===== config.mk =====
export PLATFORM = sky130hd
export DESIGN_NAME = addsub_pipe
export DESIGN_NICKNAME = d
export VERILOG_FILES = /design/src/rtl/addsub_pipe.sv
export SDC_FILE = /design/constraint.sdc
export NUM_CORES = 1
export LEC_CHECK = 0
export CAP_MARGIN = 25
export CORE_UTILIZATION = 57
export CTS_CLUSTER_DIAMETER = 150
export DETAILED_ROUTE_END_ITERATION = 8
export PLACE_DENSITY = 0.84
export SETUP_SLACK_MARGIN = 0.02
export SLEW_MARGIN = 20
export SYNTH_ARGS = -nofsm -noshare
export SYNTH_HDL_FRONTEND = slang
export SYNTH_SLANG_ARGS = --single-unit

===== constraint.sdc =====
create_clock -name clk -period 4.35 [get_ports clk]
set_input_delay 0.435 -clock clk [delete_from_list [all_inputs] [get_ports clk]]
set_output_delay 0.435 -clock clk [all_outputs]
set_load 0.03 [all_outputs]

===== src/rtl/addsub_pipe.sv =====
// addsub_pipe: pipelined two's-complement add/subtract, one SLICE-bit ripple slice per stage.
// Optional ADDSUB_SAT_EN: saturate q on signed overflow instead of wrapping modulo 2^WIDTH.
module addsub_pipe #(
  parameter int WIDTH = 16,
  parameter int SLICE = 4
) (
  input  logic             clk,
  input  logic             rst_n,
  input  logic             in_valid,
  output logic             in_ready,
  input  logic [WIDTH-1:0] a,
  input  logic [WIDTH-1:0] b,
  input  logic             sub,
  output logic             out_valid,
  input  logic             out_ready,
  output logic [WIDTH-1:0] q,
  output logic             cout,
  output logic             ovf,
  output logic             zero
);
  localparam int STAGES = WIDTH / SLICE;
  localparam int L      = STAGES - 1;

  logic stall, adv;

  // Stage registers; index k holds the state captured by stage k.
  logic             vld_p [STAGES];
  logic             cy_p  [STAGES];
  logic [WIDTH-1:0] a_p   [STAGES];
  logic [WIDTH-1:0] b_p   [STAGES];
  logic [WIDTH-1:0] r_p   [STAGES];

  // Inputs seen by each stage and the combinational result it produces.
  logic             v_src [STAGES];
  logic             c_src [STAGES];
  logic [WIDTH-1:0] a_src [STAGES];
  logic [WIDTH-1:0] b_src [STAGES];
  logic [WIDTH-1:0] r_src [STAGES];
  logic [SLICE:0]   s_c   [STAGES];
  logic [WIDTH-1:0] r_o   [STAGES];

  logic             c_msb, ov;
  logic [WIDTH-1:0] q_n;

  function automatic logic [SLICE:0] slice_add(input logic [SLICE-1:0] x,
                                               input logic [SLICE-1:0] y,
                                               input logic             ci);
    return {1'b0, x} + {1'b0, y} + {{SLICE{1'b0}}, ci};
  endfunction

`ifdef ADDSUB_SAT_EN
  function automatic logic [WIDTH-1:0] sat_q(input logic [WIDTH-1:0] raw,
                                             input logic             ovf_raw,
                                             input logic             cin_msb);
    if (!ovf_raw) return raw;
    return cin_msb ? {1'b0, {(WIDTH-1){1'b1}}} : {1'b1, {(WIDTH-1){1'b0}}};
  endfunction
`endif

  assign stall     = out_valid & ~out_ready;
  assign adv       = ~stall;
  assign in_ready  = adv;
  assign out_valid = vld_p[L];

  always_comb begin
    v_src[0] = in_valid;
    c_src[0] = sub;
    a_src[0] = a;
    b_src[0] = b ^ {WIDTH{sub}};
    r_src[0] = '0;
    for (int k = 1; k < STAGES; k++) begin
      v_src[k] = vld_p[k-1];
      c_src[k] = cy_p[k-1];
      a_src[k] = a_p[k-1];
      b_src[k] = b_p[k-1];
      r_src[k] = r_p[k-1];
    end
    for (int k = 0; k < STAGES; k++) begin
      s_c[k] = slice_add(a_src[k][k*SLICE +: SLICE], b_src[k][k*SLICE +: SLICE], c_src[k]);
      r_o[k] = r_src[k];
      r_o[k][k*SLICE +: SLICE] = s_c[k][SLICE-1:0];
    end
  end

  // Final stage: carry into the MSB recovered from the MSB sum bit.
  assign c_msb = a_src[L][WIDTH-1] ^ b_src[L][WIDTH-1] ^ s_c[L][SLICE-1];
  assign ov    = c_msb ^ s_c[L][SLICE];
`ifdef ADDSUB_SAT_EN
  assign q_n = sat_q(r_o[L], ov, c_msb);
`else
  assign q_n = r_o[L];
`endif

  always_ff @(posedge clk or negedge rst_n) begin
    if (!rst_n) begin
      for (int k = 0; k < STAGES; k++) vld_p[k] <= 1'b0;
    end else if (adv) begin
      for (int k = 0; k < STAGES; k++) vld_p[k] <= v_src[k];
    end
  end

  always_ff @(posedge clk) begin
    if (adv) begin
      for (int k = 0; k < L; k++) begin
        cy_p[k] <= s_c[k][SLICE];
        a_p[k]  <= a_src[k];
        b_p[k]  <= b_src[k];
        r_p[k]  <= r_o[k];
      end
    end
  end

  always_ff @(posedge clk or negedge rst_n) begin
    if (!rst_n) begin
      q    <= '0;
      cout <= 1'b0;
      ovf  <= 1'b0;
      zero <= 1'b0;
    end else if (adv && v_src[L]) begin
      q    <= q_n;
      cout <= s_c[L][SLICE];
      ovf  <= ov;
      zero <= (q_n == '0);
    end
  end
endmodule


==> results.txt, run 1 <==
----------------------------------------------------
[Power]
  Reg power frac ... 49.7%
  Internal portion of total power ... 0.002213 W
  Switching power of the nets ... 0.0009645 W
  Max IR drop VDD ... 0.6275 mV
  Switching fraction of total power ... 30.35%
  Comb power frac ... between 30% and 40%
  Part of the total power dissipated in the clock network ... between 10% and 20%
  PD cells ... 680.0 mW/mm^2
  Leakage ... ~1.8 nW

[Synth]
  Post-synthesis register bit count ... slightly below 100
  Mean cell area of the mapped netlist ... 18.79 um^2
  Share of Yosys cell area claimed by the top area cell type ... between 50 and 60%
  Main combinational cell family by area after synthesis ... adder cells
  Post-Synth Adder-Cell Area ... under 10%
  Fraction of the mapped netlist area in compound gates ... around 3.4%
  Post-synth EDFFs ... 75
  Synth unique cells ... 25
  Multiplexer share of the synthesized area ... 5.610%
  Leading register cell type out of synthesis ... sky130_fd_sc_hd__edfxtp_1
  Simple-gate portion of the synthesized area ... approximately 2.3%
  Gate count after technology mapping ... 203
  Total number of yosys warnings ... 0
  Sequential area share after synthesis ... ~74%
  Cell taking the most area after synthesis ... sky130_fd_sc_hd__edfxtp_1
  Top cells by area, synth ... sky130_fd_sc_hd__edfxtp_1 59%, sky130_fd_sc_hd__dfrtp_1 15%, sky130_fd_sc_hd__mux2_2 5.6%
  XOR/XNOR share of the synthesized area ... about 5.7%
  Combined area of all synthesized cells ... around 0.0038 mm^2
  Fraction of registers with async set/reset ... 23.47%
  Synth Net Count ... between 200 and 300

[Timing]
  RSZ-0062 raised after global routing ... no
  Worst slew slack as a fraction of its limit ... 34.35%
  Final-layout setup total negative slack ... 0 ns
  Fin crit period ... approximately 2.5 ns
  Total of endpoints with negative setup slack in the final report ... 0
  Hold Worst Slack ... slightly above 0.05 ns
  Number of max-slew violations in the final report ... 0
  Total count of hold-check failures in the final report ... 0
  Worst setup skew after layout ... between 0.015 and 0.02 ns
  Share of the clock period used by the worst path after layout ... 57.23%
  Fmax achieved ... 401.7 MHz
  Transition at the pin with the smallest max-transition slack ... just under 1 ns

[Critical path]
  Kind of cell with the highest combined delay on the critical path ... buffers and inverters
  Kind of end point of the critical path ... register
  R2r startpoint ... cy_p[0][2]
  Crit path top cell by count ... sky130_fd_sc_hd__a21o_1
  Critical path, cell by cell ... clkdlybuf4s50_1, mux2_2, fa_1, a21o_1, a21o_1
  Cell type of the slowest stage on the worst timing path ... sky130_fd_sc_hd__clkdlybuf4s50_1
  Required @ worst endpoint ... around 4.5 ns
  Slack of the worst reg-to-reg path ... 2.18 ns
  Element type at the critical path start ... primary input
  Reg-to-reg endpoint ... zero
  Arrival time reported for the critical path endpoint ... approximately 2.6 ns
  Crit path buf inv count ... 1
  Worst Setup Path Type ... primary input to register
  Maximum fanout count along the critical path ... 16
  Maximum cell stage delay along the critical path ... ~0.88 ns
  FF-to-FF path depth ... 5

[Die]
  Core ar. ... between 0.006 and 0.007 mm^2
  Initial Utilization ... 59.72%
  IO Pins ... between 50 and 60
  Width of the die ... about 84 um
  Full die area ... between 0.007 and 0.008 mm^2
  Vert. Die Dim ... approximately 84 um
  Placement Rows ... 29

[GRT]
  Global-route met1 utilization ... 18.77%
  Antenna violations before repair ... 0
  Fraction of met3 tracks used by global routing ... under 10%
  Met2 usage in global routing ... approximately 29%
  Global-route wire length before repair ... about 8500 um
  Most heavily used metal layer in global routing ... met2
  Global-route total usage across every layer ... between 10% and 20%
  Pin count of the biggest net entering global routing ... 82
  Via count of the first global-routing pass ... between 1500 and 2000
  Total congestion overflow ... 0

[Clocking]
  # hold bufs at CTS ... 0
  Clock-pin slew reported for the worst setup and hold paths after clock tree synthesis ... approximately 0.090 ns
  Maximum level of the CTS H-tree ... 3
  Post-CTS resize count ... 0
  Clock latency on the worst-skew pair ... between 0.3 and 0.4 ns
  Clock tree from TritonCTS ... done
  Setup Fix Bufs, Post-CTS ... 0
  Clk Tree Root Cell ... sky130_fd_sc_hd__clkbuf_8
  Number of buffers inserted during clock tree synthesis ... 9
  Max Buffers Root-to-Sink ... 2
  CTS Sinks ... 98

[Cells and area]
  Number of nets at the end of the flow ... approximately 320
  Fraction of final layout cells sized beyond drive strength 1 ... roughly 14%
  Signed area change from the synthesized netlist to the final layout ... 22.54%
  # diodes ... 0

[Routing]
  Post-DRT Antenna Nets ... 0
  Post-detailed-route DRC marker count ... 0
  Routed vias ... about 1800
  Average via count per standard cell ... just over 5
  Routed wire length ... just over 5000 um
  Routed len/inst ... between 10 and 15 um
  Initial DRT Pass Iterations ... 4
  Initial detailed-routing violation count ... 150

[Job]
  Max Cap Violations ... 0

[Placement]
  HPWL after detailed placement ... between 3000 and 4000 um
  Routability congestion estimate ... slightly above 0.7
  Count of buffers from port buffering ... 57

[Run status]
  Result of the run ... complete, no violations

[Hold path]
  Type of the most critical hold path ... primary input to async pin

----------------------------------------------------
-- worst max path at each step --
stage / slack [ns] / end / from / cells after the start
2_1_floorplan: 2.33 / q[0] / out_valid / 5
6_report: 1.86 / cy_p[0][0] / sub / 5
3_5_place_dp: 1.47 / cy_p[0][0] / sub / 5
3_3_place_gp: 1.57 / cy_p[0][0] / sub / 5
4_1_cts: 1.85 / cy_p[0][0] / sub / 5
5_1_grt: 1.77 / cy_p[0][0] / sub / 5
-- power by group through the flow --
stage	Combinational, W	Clock, W	Sequential [W]
floorplan	0.000497	0	0.00173
global route	0.00108	0.000659	0.00162
global placement	0.000970	0	0.00158
finish	0.000998	0.000602	0.00158
detailed placement	0.00101	0	0.00161
CTS	0.00101	0.000613	0.00158
-- state kept, by name, summed over array words and instances, names as in the netlist --
signal / cells
a_p: 24
b_p: 24
cout: 1
cy_p: 3
out_valid: 1
ovf: 1
q: 16
r_p: 24
v_src: 3
zero: 1
-- worst register-to-register path: stages (launching register included) --
cell and delay, ns:
sky130_fd_sc_hd__edfxtp_1 0.41, sky130_fd_sc_hd__fa_1 0.50, sky130_fd_sc_hd__fa_1 0.49, sky130_fd_sc_hd__nor4_1 0.31
sky130_fd_sc_hd__nand4_1 0.16, sky130_fd_sc_hd__o31ai_1 0.21
-- cells in the final DEF, fill, tap and decap left out, types with 4 or more instances in the layout --
cell                              Yosys  final
sky130_fd_sc_hd__xor2_1              18     18
sky130_fd_sc_hd__a21o_1               9      9
sky130_fd_sc_hd__inv_1                4      4
sky130_fd_sc_hd__ha_1                12     12
sky130_fd_sc_hd__clkbuf_8             0     10
sky130_fd_sc_hd__mux2_2              19     19
sky130_fd_sc_hd__edfxtp_1            75     75
sky130_fd_sc_hd__clkdlybuf4s50_1      0     56
sky130_fd_sc_hd__xnor2_1              7      7
sky130_fd_sc_hd__fa_1                 7      7
sky130_fd_sc_hd__nand2_1              4      4
sky130_fd_sc_hd__dfrtp_1             23     23
-- cell families after synthesis --
logic type / Yosys count
AO/OA/AOI/OAI: 19
XOR/XNOR: 25
adder cells (fa/ha/maj): 19
buffers and inverters: 8
flip-flops: 98
multiplexers: 19
AND/OR/NAND/NOR: 15
-- cell usage after synthesis (2+ instances only) --
cell and instances:
sky130_fd_sc_hd__a21o_1 9, sky130_fd_sc_hd__a21oi_1 3, sky130_fd_sc_hd__a21oi_2 2, sky130_fd_sc_hd__buf_4 2, sky130_fd_sc_hd__dfrtp_1 23, sky130_fd_sc_hd__edfxtp_1 75, sky130_fd_sc_hd__fa_1 7, sky130_fd_sc_hd__ha_1 12
sky130_fd_sc_hd__inv_1 4, sky130_fd_sc_hd__mux2_2 19, sky130_fd_sc_hd__nand2_1 4, sky130_fd_sc_hd__nand2b_1 3, sky130_fd_sc_hd__nor4_1 3, sky130_fd_sc_hd__o21ai_0 3, sky130_fd_sc_hd__xnor2_1 7, sky130_fd_sc_hd__xor2_1 18
-- cell type report --
class	count	area, um^2
clock buffers	12	166.4
inverters	4	15.01
flip-flops and latches	98	2828
clock inverters	4	47.55
repair buffers	58	573.1
multi-input cells	97	947.2
fillers	397	1713
well taps	77	96.34
-- routing by layer --
layer / wire (um) / up-vias
li1: - / 871
met1: 2116 / 871
met2: 2796 / 47
met3: 210 / 5
met4: 53 / 0
met5: 0 / -
-- through the flow --
step / std cells / utilization, % / cell area [um^2] / power, W / worst slack (ns)
floorplan: 203 / - / 3814 / 0.002231 / 2.329
global placement: 334 / 69.91 / 4464 / 0.002553 / 1.569
detailed placement: 334 / 69.91 / 4464 / 0.002617 / 1.471
CTS: 350 / 73.26 / 4678 / 0.003209 / 1.847
global route: 350 / 73.18 / 4673 / 0.003352 / 1.766
finish: 350 / 73.18 / 4673 / 0.003178 / 1.861
Power figures use the tool's default switching activity.
==> run 2, diff against run 1 <==
- CORE_UTILIZATION: 57 -> 48
- PLACE_DENSITY: 0.84 -> 0.75
- clock period: 4.35 -> 2 ns (I/O delays scaled with it)
==> results.txt, run 2 (synthesis gave the netlist of run 1 again) <==
----------------------------------------------------
[GRT]
  Global-route wire length before repair ... 8618 um (+1.3%)
  Antenna violations before repair ... 0 (unchanged)
  Via count of the first global-routing pass ... 1811 (-2.5%)
  Global-route total usage across every layer ... 13.83% (-2.4 points)
  Total congestion overflow ... 0 (unchanged)
  Pin count of the biggest net entering global routing ... 50 (-39%)

[Die]
  Core ar. ... 0.007687 mm^2 (+20%)
  Initial Utilization ... 49.61% (-10 points)
  Vert. Die Dim ... 91.14 um (+8.8%)
  IO Pins ... 58 (unchanged)
  Width of the die ... 91.14 um (+8.8%)
  Placement Rows ... 32 (+10%)
  Full die area ... 0.008306 mm^2 (+18%)

[Clocking]
  Max Buffers Root-to-Sink ... 2 (unchanged)
  CTS Sinks ... 98 (unchanged)
  Number of buffers inserted during clock tree synthesis ... 9 (unchanged)
  Maximum level of the CTS H-tree ... 3 (unchanged)
  Clock-pin slew reported for the worst setup and hold paths after clock tree synthesis ... 0.09 ns (about the same)
  Clk Tree Root Cell ... sky130_fd_sc_hd__clkbuf_8
  Clock latency on the worst-skew pair ... 0.35 ns (about the same)
  Clock tree from TritonCTS ... done

[Placement]
  Count of buffers from port buffering ... 57 (unchanged)
  Routability congestion estimate ... 0.7210 (-0.73%)
  HPWL after detailed placement ... 3543 um (-0.54%)

[Power]
  Switching power of the nets ... 0.002127 W (+120%)
  Internal portion of total power ... 0.004914 W (+120%)
  Reg power frac ... 48.8% (-0.9 points)
  Part of the total power dissipated in the clock network ... 19.6% (+0.7 points)
  Switching fraction of total power ... 30.21% (-0.15 points)
  Comb power frac ... 31.6% (+0.2 points)
  PD cells ... 1471 mW/mm^2 (+120%)
  Max IR drop VDD ... 0.5443 mV (-13%)
  Total power draw ... 0.007041 W (+120%)
  Leakage ... 1.849 nW (+1.7%)

[Routing]
  Routed len/inst ... 13.40 um (-9.4%)
  Initial DRT Pass Iterations ... 3 (-1)
  Detailed-route wire length on metal 1 ... 2243 um (+6.0%)
  Routed wire length ... 5107 um (-1.4%)
  Top layer used by detailed routing ... met4
  Post-DRT Antenna Nets ... 0 (unchanged)
  Average via count per standard cell ... 4.845 (-5.5%)
  Post-detailed-route DRC marker count ... 0 (unchanged)
  Routed vias ... 1846 (+2.9%)
  Routed wire length on met2 ... 2533 um (-9.4%)
  Amount of wire on met3 after detailed routing ... 213 um (+1.4%)
  Initial detailed-routing violation count ... 85 (-43%)

[Cells and area]
  Largest regs ... a_p: 24 flops, b_p: 24 flops, r_p: 24 flops
  Most frequent cells in the layout ... 75 x sky130_fd_sc_hd__edfxtp_1, 56 x sky130_fd_sc_hd__clkdlybuf4s50_1, 23 x sky130_fd_sc_hd__dfrtp_1, 19 x sky130_fd_sc_hd__mux2_2, 18 x sky130_fd_sc_hd__xor2_1
  FF+latch area ... 0.002828 mm^2 (unchanged)
  Fill cell instance count of the final layout ... 590 (+49%)
  # diodes ... 0 (unchanged)
  Area taken by multi-input logic gates ... 962.2 um^2 (+1.6%)
  Final standard cell utilization of the core ... 62.27% (-11 points)
  Number of nets at the end of the flow ... 330 (+1.9%)
  Signed area change from the synthesized netlist to the final layout ... 25.52%
  Fraction of final layout cells sized beyond drive strength 1 ... 17.56% (+3.3 points)
  Most frequent standard cell in the layout excluding fill and tap cells ... sky130_fd_sc_hd__edfxtp_1

[Timing]
  Total of endpoints with negative setup slack in the final report ... 0 (unchanged)
  RSZ-0062 raised after global routing ... no
  Fmax achieved ... 525.5 MHz
  Total count of hold-check failures in the final report ... 0 (unchanged)
  Worst slew slack as a fraction of its limit ... 77.29% (+43 points)
  Transition at the pin with the smallest max-transition slack ... 0.3376 ns (-0.6471 ns)
  Share of the clock period used by the worst path after layout ... between 90% and 100%
  Worst setup skew after layout ... 0.01150 ns (-0.003901 ns)
  Fin crit period ... about 1.9 ns
  Number of max-slew violations in the final report ... 0 (unchanged)

[Critical path]
  Maximum fanout count along the critical path ... 2 (-14)
  Crit path buf inv count ... 0 (-1)
  Worst Setup Path Type ... register to register
  Maximum cell stage delay along the critical path ... 0.46 ns (-0.42 ns)
  Element type at the critical path start ... register
  Kind of end point of the critical path ... register
  Kind of cell with the highest combined delay on the critical path ... adder cells
  Required @ worst endpoint ... 2.10 ns (-2.35 ns)
  Cell type of the slowest stage on the worst timing path ... sky130_fd_sc_hd__fa_1
  Critical path, cell by cell ... fa_1, fa_1, a21o_1, a21o_1
  Worst setup path startpoint ... cy_p[0][0]
  Arrival time reported for the critical path endpoint ... 2.01 ns (-0.58 ns)
  R2r startpoint ... cy_p[0][0]

[Job]
  Max Cap Violations ... 0 (unchanged)

[Run status]
  Result of the run ... complete, no violations

[Hold path]
  Type of the most critical hold path ... primary input to async pin

----------------------------------------------------
## run 2: cell count changes in the layout (fill, tap and decap cells not counted), sizes merged
| cell | change |
|---|---|
| buf | +6 |
| clkinvlp | +1 |
| clkinv | -2 |
| bufinv | +1 |
## run 2: final timing paths
check / slack [ns] / end / depth (start not counted)
setup / recovery: 0.1 / cy_p[0][1] / 4
hold / removal: 0.19 / ovf / 2
setup reg to reg: 0.1 / cy_p[0][1] / 4
hold reg to reg: 0.42 / b_p[0][47] / 0
max in group asynchronous: 1.58 / q[5] / 2
min in group clk: 0.39 / a_p[0][14] / 1
## run 2: final cells by class
type | count | share of cell area, %
Sequential cell | 98 | 59.07
Timing Repair Buffer | 64 | 13.23
Clock buffer | 12 | 3.032
Inverter | 4 | 0.3136
Tap cell | 102 | 2.666
Multi-Input combinational cell | 97 | 20.10
Clock inverter | 4 | 1.594
## run 2: metal layers
metal,GRT usage [%],up-vias
met1,18.23,901
met4,7.540,0
met3,3.350,11
met5,0,-
li1,-,886
met2,21.28,48
## run 2: worst reg2reg max path: stages, from the launching register on
cell and delay, ns:
sky130_fd_sc_hd__edfxtp_1 0.41, sky130_fd_sc_hd__fa_1 0.46, sky130_fd_sc_hd__fa_1 0.41, sky130_fd_sc_hd__a21o_1 0.19, sky130_fd_sc_hd__a21o_1 0.17
## run 2: what timing repair did
| action | CTS | global route |
|---|---|---|
| cloned | 0 | 0 |
| endpoints found under the setup margin | 2 | 2 |
| pin swaps | 0 | 1 |
| buffers inserted | 0 | 0 |
| gates resized for setup | 2 | 2 |
| hold buffers | 0 | 0 |
## run 2: through the flow
step	TNS, ns	setup slack [ns]	hold slack (ns)	area, um^2	std cells
after floorplan	0	0.09901	-0.09559	3817	203
after global placement	0	0.004446	0.4021	4551	365
after detailed placement	-0.06771	-0.04054	0.4045	4551	365
after CTS	0	0.01779	0.1983	4781	381
after global routing	0	0.03534	0.2311	4787	381
final	0	0.09712	0.1926	4787	381
## run 2: power by group through the flow
stage	combinational [W]	clock, W	sequential, W
CTS	0.00224	0.00141	0.00345
global route	0.00241	0.00148	0.00353
floorplan	0.00108	0	0.00377
detailed placement	0.00221	0	0.00349
global placement	0.00215	0	0.00345
finish	0.00222	0.00138	0.00344
